--- config.mk ---
export PLATFORM = sky130hd
export DESIGN_NAME = stopwatch_bcd_counter
export DESIGN_NICKNAME = d
export VERILOG_FILES = /design/src/rtl/stopwatch_bcd_counter.sv
export SDC_FILE = /design/constraint.sdc
export NUM_CORES = 1
export LEC_CHECK = 0
export CAP_MARGIN = 20
export CELL_PAD_IN_SITES_DETAIL_PLACEMENT = 0
export CELL_PAD_IN_SITES_GLOBAL_PLACEMENT = 1
export CORE_ASPECT_RATIO = 0.7
export CORE_MARGIN = 10
export CORE_UTILIZATION = 41
export CTS_BUF_LIST = sky130_fd_sc_hd__clkbuf_16
export DETAILED_ROUTE_END_ITERATION = 8
export PLACE_DENSITY = 0.84
export SLEW_MARGIN = 15
export SYNTH_ARGS = -nofsm -noshare
export SYNTH_HDL_FRONTEND = slang
export SYNTH_SLANG_ARGS = --single-unit
--- constraint.sdc ---
create_clock -name clk -period 2.8 [get_ports clk]
set_input_delay 0.28 -clock clk [delete_from_list [all_inputs] [get_ports clk]]
set_output_delay 0.28 -clock clk [all_outputs]
set_load 0.1 [all_outputs]
--- src/rtl/stopwatch_bcd_counter.sv ---
// Stopwatch time base: 1/100 s tick divider plus a six-digit BCD MM:SS.hh up/down counter
// with run/stop, lap capture, preset load and a count-down expiry flag.
module stopwatch_bcd_counter #(
  parameter int unsigned CLK_DIV = 500000,
  parameter int unsigned DIV_W   = 19
) (
  input  logic        clk,
  input  logic        rst,
  input  logic        clear,
  input  logic        start_stop,
  input  logic        lap,
  input  logic        dir,
  input  logic        load,
  input  logic [23:0] load_val,
  output logic [23:0] disp,
  output logic        running,
  output logic        lap_active,
  output logic        wrapped,
  output logic        done
);

  logic [DIV_W-1:0] div_q, div_d;
  logic [3:0]       hs_q, tn_q, su_q, mu_q, mt_q;
  logic [2:0]       st_q;
  logic [23:0]      lap_q, lap_d;
  logic             run_q, run_d;
  logic             lap_act_q, lap_act_d;
  logic             wrap_q, wrap_d;
  logic             done_q, done_d;
  logic [23:0]      live, cnt_d, up_val, dn_val, clamp_val;
  logic             tick, up_wrap, dn_zero;

  // Returns {carry, digit} for one BCD digit stepping up with wrap at top.
  function automatic logic [4:0] bcd_up(input logic [3:0] d, input logic ci,
                                        input logic [3:0] top);
    if (!ci) return {1'b0, d};
    if (d == top) return {1'b1, 4'd0};
    return {1'b0, d + 4'd1};
  endfunction

  // Returns {borrow, digit} for one BCD digit stepping down with wrap to top.
  function automatic logic [4:0] bcd_dn(input logic [3:0] d, input logic bi,
                                        input logic [3:0] top);
    if (!bi) return {1'b0, d};
    if (d == 4'd0) return {1'b1, top};
    return {1'b0, d - 4'd1};
  endfunction

  function automatic logic [3:0] clamp(input logic [3:0] d, input logic [3:0] top);
    return (d > top) ? top : d;
  endfunction

  assign live = {mt_q, mu_q, 1'b0, st_q, su_q, tn_q, hs_q};
  assign tick = run_q && (div_q == DIV_W'(CLK_DIV - 1));

  always_comb begin
    logic [4:0] r0, r1, r2, r3, r4, r5;
    r0 = bcd_up(hs_q, 1'b1, 4'd9);
    r1 = bcd_up(tn_q, r0[4], 4'd9);
    r2 = bcd_up(su_q, r1[4], 4'd9);
    r3 = bcd_up({1'b0, st_q}, r2[4], 4'd5);
    r4 = bcd_up(mu_q, r3[4], 4'd9);
    r5 = bcd_up(mt_q, r4[4], 4'd9);
    up_val  = {r5[3:0], r4[3:0], r3[3:0], r2[3:0], r1[3:0], r0[3:0]};
    up_wrap = r5[4];
  end

  always_comb begin
    logic [4:0] b0, b1, b2, b3, b4, b5;
    b0 = bcd_dn(hs_q, 1'b1, 4'd9);
    b1 = bcd_dn(tn_q, b0[4], 4'd9);
    b2 = bcd_dn(su_q, b1[4], 4'd9);
    b3 = bcd_dn({1'b0, st_q}, b2[4], 4'd5);
    b4 = bcd_dn(mu_q, b3[4], 4'd9);
    b5 = bcd_dn(mt_q, b4[4], 4'd9);
    dn_val  = {b5[3:0], b4[3:0], b3[3:0], b2[3:0], b1[3:0], b0[3:0]};
    dn_zero = (dn_val == 24'd0);
  end

  assign clamp_val = {clamp(load_val[23:20], 4'd9), clamp(load_val[19:16], 4'd9),
                      clamp(load_val[15:12], 4'd5), clamp(load_val[11:8], 4'd9),
                      clamp(load_val[7:4], 4'd9), clamp(load_val[3:0], 4'd9)};

  always_comb begin
    cnt_d     = live;
    div_d     = div_q;
    run_d     = run_q;
    lap_act_d = lap_act_q;
    lap_d     = lap_q;
    wrap_d    = 1'b0;
    done_d    = done_q;
    if (clear) begin
      cnt_d     = 24'd0;
      div_d     = '0;
      run_d     = 1'b0;
      lap_act_d = 1'b0;
      lap_d     = 24'd0;
      done_d    = 1'b0;
    end else if (load && !run_q) begin
      cnt_d     = clamp_val;
      div_d     = '0;
      lap_act_d = 1'b0;
      done_d    = 1'b0;
    end else begin
      if (run_q) div_d = tick ? '0 : div_q + DIV_W'(1);
      if (tick) begin
        if (!dir) begin
          cnt_d  = up_val;
          wrap_d = up_wrap;
        end else begin
          cnt_d = dn_val;
          if (dn_zero) begin
            run_d  = 1'b0;
            done_d = 1'b1;
          end
        end
      end
      if (start_stop) begin
        if (run_q) begin
          run_d = 1'b0;
        end else if (!(dir && live == 24'd0)) begin
          run_d  = 1'b1;
          done_d = 1'b0;
        end
      end
      // Split captures the post-tick value so the frozen time never lags the live count.
      if (lap) begin
        if (run_q) begin
          lap_d     = cnt_d;
          lap_act_d = 1'b1;
        end else begin
          lap_act_d = 1'b0;
        end
      end
    end
  end

  always_ff @(posedge clk) begin
    if (rst) begin
      div_q     <= '0;
      {mt_q, mu_q, su_q, tn_q, hs_q} <= '0;
      st_q      <= '0;
      lap_q     <= 24'd0;
      run_q     <= 1'b0;
      lap_act_q <= 1'b0;
      wrap_q    <= 1'b0;
      done_q    <= 1'b0;
    end else begin
      div_q     <= div_d;
      mt_q      <= cnt_d[23:20];
      mu_q      <= cnt_d[19:16];
      st_q      <= cnt_d[14:12];
      su_q      <= cnt_d[11:8];
      tn_q      <= cnt_d[7:4];
      hs_q      <= cnt_d[3:0];
      lap_q     <= lap_d;
      run_q     <= run_d;
      lap_act_q <= lap_act_d;
      wrap_q    <= wrap_d;
      done_q    <= done_d;
    end
  end

  assign disp       = lap_act_q ? lap_q : live;
  assign running    = run_q;
  assign lap_active = lap_act_q;
  assign wrapped    = wrap_q;
  assign done       = done_q;

endmodule

==> flow_metrics.py <==
metrics = {
    "outcome": {
        "run_status": "complete, no violations",
    },
    "clock_network": {
        "cts-htree-levels": 3,
        "cts_buffer_depth": 2,
        "postCtsHoldBufs": 0,
        "numCtsBuffers": 9,
        "cts_tree": "built",
        "cts_resized": 0,
        "clkTransAtPathRegs_ps": 60,
        "numClockSinks": 70,
        "insertion_delay_ps": 340,
        "clockRootBuffer": "clkbuf_16",
        "post-cts-setup-buffer-count": 0,
    },
    "placed_design": {
        "io_buffer_count": 58,
        "place_ws_ps": 28.8,
        "gp_congestion": 0.926,
        "dp.final_hpwl_mm": 11.0,
    },
    "detailed_routing": {
        "wirelength_mm": 14.8,
        "ant_nets": 0,
        "viasPerCell": 5.98,
        "dr.pass1.iters": 5,
        "post_drt_wl_per_cell_um": 19.5,
        "drt_iter0_drc": 361,
        "num_vias": 4546,
        "post-route-drc-count": 0,
    },
    "floorplanning": {
        "core_um2": 10300,
        "start_util": 0.417,
        "die_area_um2": 15000,
        "ios": 59,
        "rows": 31,
        "die_height_um": 106,
        "die_x_um": 142,
    },
    "global_route": {
        "grt_start_max_net_pins": 25,
        "grt_pass1_vias": 4343,
        "grt_overflow_total": 0,
        "grt_usage": 0.196,
        "grt_first_pass_wirelength_mm": 23.9,
        "antenna_found_initial": 0,
    },
    "pwr": {
        "pwr-share-comb": 0.153,
        "p_per_area_nw_per_um2": 510,
        "ir_drop_v": 0.000368,
        "p_int_mw": 2.15,
        "p_sw_frac": 0.261,
        "seq_power_share": 0.358,
        "power_mw": 2.91,
        "leakage_nw": 1.96,
        "total_switching_power_mw": 0.762,
        "p_clk_frac": 0.490,
    },
    "sta": {
        "finalHoldViolations": 0,
        "tns_ps": 0,
        "slew_headroom": 0.593,
        "fmax_mhz": 406,
        "skew_ps": 7.48,
        "final.min_clock_period_ps": 2460,
        "period_share": 0.880,
        "whs_ps": 457,
        "tightest_slew_ps": 606,
        "setup_slack_ps": 337,
        "setup_viol": 0,
        "slew_viol_final": 0,
        "rsz0062_at_grt": "no",
    },
    "synthesis": {
        "synthCells": 566,
        "synth_edf_count": 0,
        "yosysSeqAreaShare": 0.327,
        "yosysMostFrequentCell": "dfxtp_1",
        "synth_area_leaders": "dfxtp_1, o21ai_0, nor2_1",
        "synth-seq-cells": 70,
        "postSynthAreaPerCell_um2": 7.58,
        "async_flop_share": 0,
        "synthDistinctLibCells": 64,
        "syn-cell-area_um2": 4290,
        "synth-main-ff-cell": "dfxtp_1",
        "netlist.area_leader.share": 0.327,
        "yosys_warnings": 0,
        "synth_commonest_cells": "dfxtp_1, nor2_1, o21ai_0",
        "yosysTopAreaCell": "dfxtp_1",
        "synth_nets": 598,
    },
    "critical_path": {
        "timing.rr.start": "div_q[7]",
        "crit_arrival_ps": 2730,
        "r2r_end": "tn_q[1]",
        "crit_path_end": "tn_q[1]",
        "reg2reg_setup_slack_ps": 340,
        "setup.worst_path.start_class": "flip-flop",
        "worstSetupEndpointType": "flip-flop",
        "critical_path_required_ps": 3060,
        "worstSetupStartpoint": "div_q[7]",
        "reg2reg_depth": 6,
        "path_max_fanout": 11,
        "critical_path_class": "reg2reg",
    },
    "layout": {
        "final_nets": 655,
        "area_delta_synth_final_pct": 33.3,
        "antennaDiodeCount": 0,
        "drive_above_1_share": 0.162,
        "fill_cells": 939,
    },
    "job": {
        "drv_cap": 0,
    },
    "worst_hold_path": {
        "hold_class": "reg2reg",
    },
}
[worst max-delay path, stage by stage, from the launching register on]
cell	delay [ps]
dfxtp_1	350
nor4b_1	500
nand4_1	340
or2_2	520
a2111oi_0	420
a21oi_1	110
o21ai_0	160
[per-layer routing]
layer  track usage  vias to the layer above  share of wire
met5             0                        -              0
met3        0.0507                       24          0.078
li1              -                     2185              -
met2         0.270                      194           0.41
met1         0.290                     2143           0.50
met4        0.0546                        0          0.017
[worst min-delay path by stage]
stage                 to  slack [ps]  cells after the start          from
2_1_floorplan    mu_q[3]         410                      2  load_val[19]
3_3_place_gp   lap_q[19]         440                      2     lap_q[19]
3_5_place_dp   lap_q[19]         440                      2     lap_q[19]
4_1_cts        lap_q[19]         460                      2     lap_q[19]
5_1_grt             done         490                      2          done
6_report       lap_q[19]         460                      2     lap_q[19]
[through the flow]
stage	instance area [um^2]	util	std cells
2_1_floorplan	4290	-	566
6_report	5720	0.556	760
3_3_place_gp	5350	0.520	744
5_1_grt	5720	0.556	760
3_5_place_dp	5350	0.520	744
4_1_cts	5720	0.556	760
[placed cells by master, fill, tap and decap left out, types with 5 or more instances in the layout]
cell,n
and3_1,10
nand4_1,12
buf_4,31
a211oi_1,13
clkbuf_16,9
nand2b_1,9
nand3_1,21
xor2_1,14
xnor2_1,11
a21oi_1,37
o21ai_0,45
mux2_2,14
nor4_1,8
nor2_1,64
or2_2,6
nor2b_1,11
nand2_1,41
clkdlybuf4s50_1,30
o21ai_1,9
nor3_1,26
dfxtp_1,70
buf_12,26
inv_1,14
o211ai_1,5
o31ai_1,5
[flip-flops by register name (all words and copies together) (netlist names)]
signal	flops
hs_q	4
done	1
div_q	19
tn_q	4
st_q	3
running	1
wrapped	1
mt_q	4
mu_q	4
lap_q	24
su_q	4
lap_active	1
[area by class of cell]
type / instances / area (um^2) / area share
sequential: 70 / 1400 / 0.245
clock buffer: 9 / 225 / 0.0394
clock inverter: 7 / 146 / 0.0256
multi-input combinational: 441 / 2670 / 0.467
timing repair buffer: 87 / 1050 / 0.184
tap: 132 / 165 / 0.0289
inverter: 14 / 52.6 / 0.00919
[power groups by stage]
stage	sequential [mW]	combinational, mW	clock (mW)
floorplan	1.05	0.272	0
global placement	1.06	0.435	0
detailed placement	1.06	0.438	0
CTS	1.04	0.441	1.44
global route	1.05	0.472	1.49
finish	1.04	0.445	1.43
[cell families after synthesis]
family | Yosys count | synth area share
AOI/OAI and AO/OA | 154 | 0.223
xor gates and xnor gates | 25 | 0.0511
adders and majority gates | 1 | 0.00292
buffers and inverters | 55 | 0.0511
DFF | 70 | 0.327
muxes | 16 | 0.0414
and+or+nand+nor | 245 | 0.303
Power figures use the tool's default switching activity.
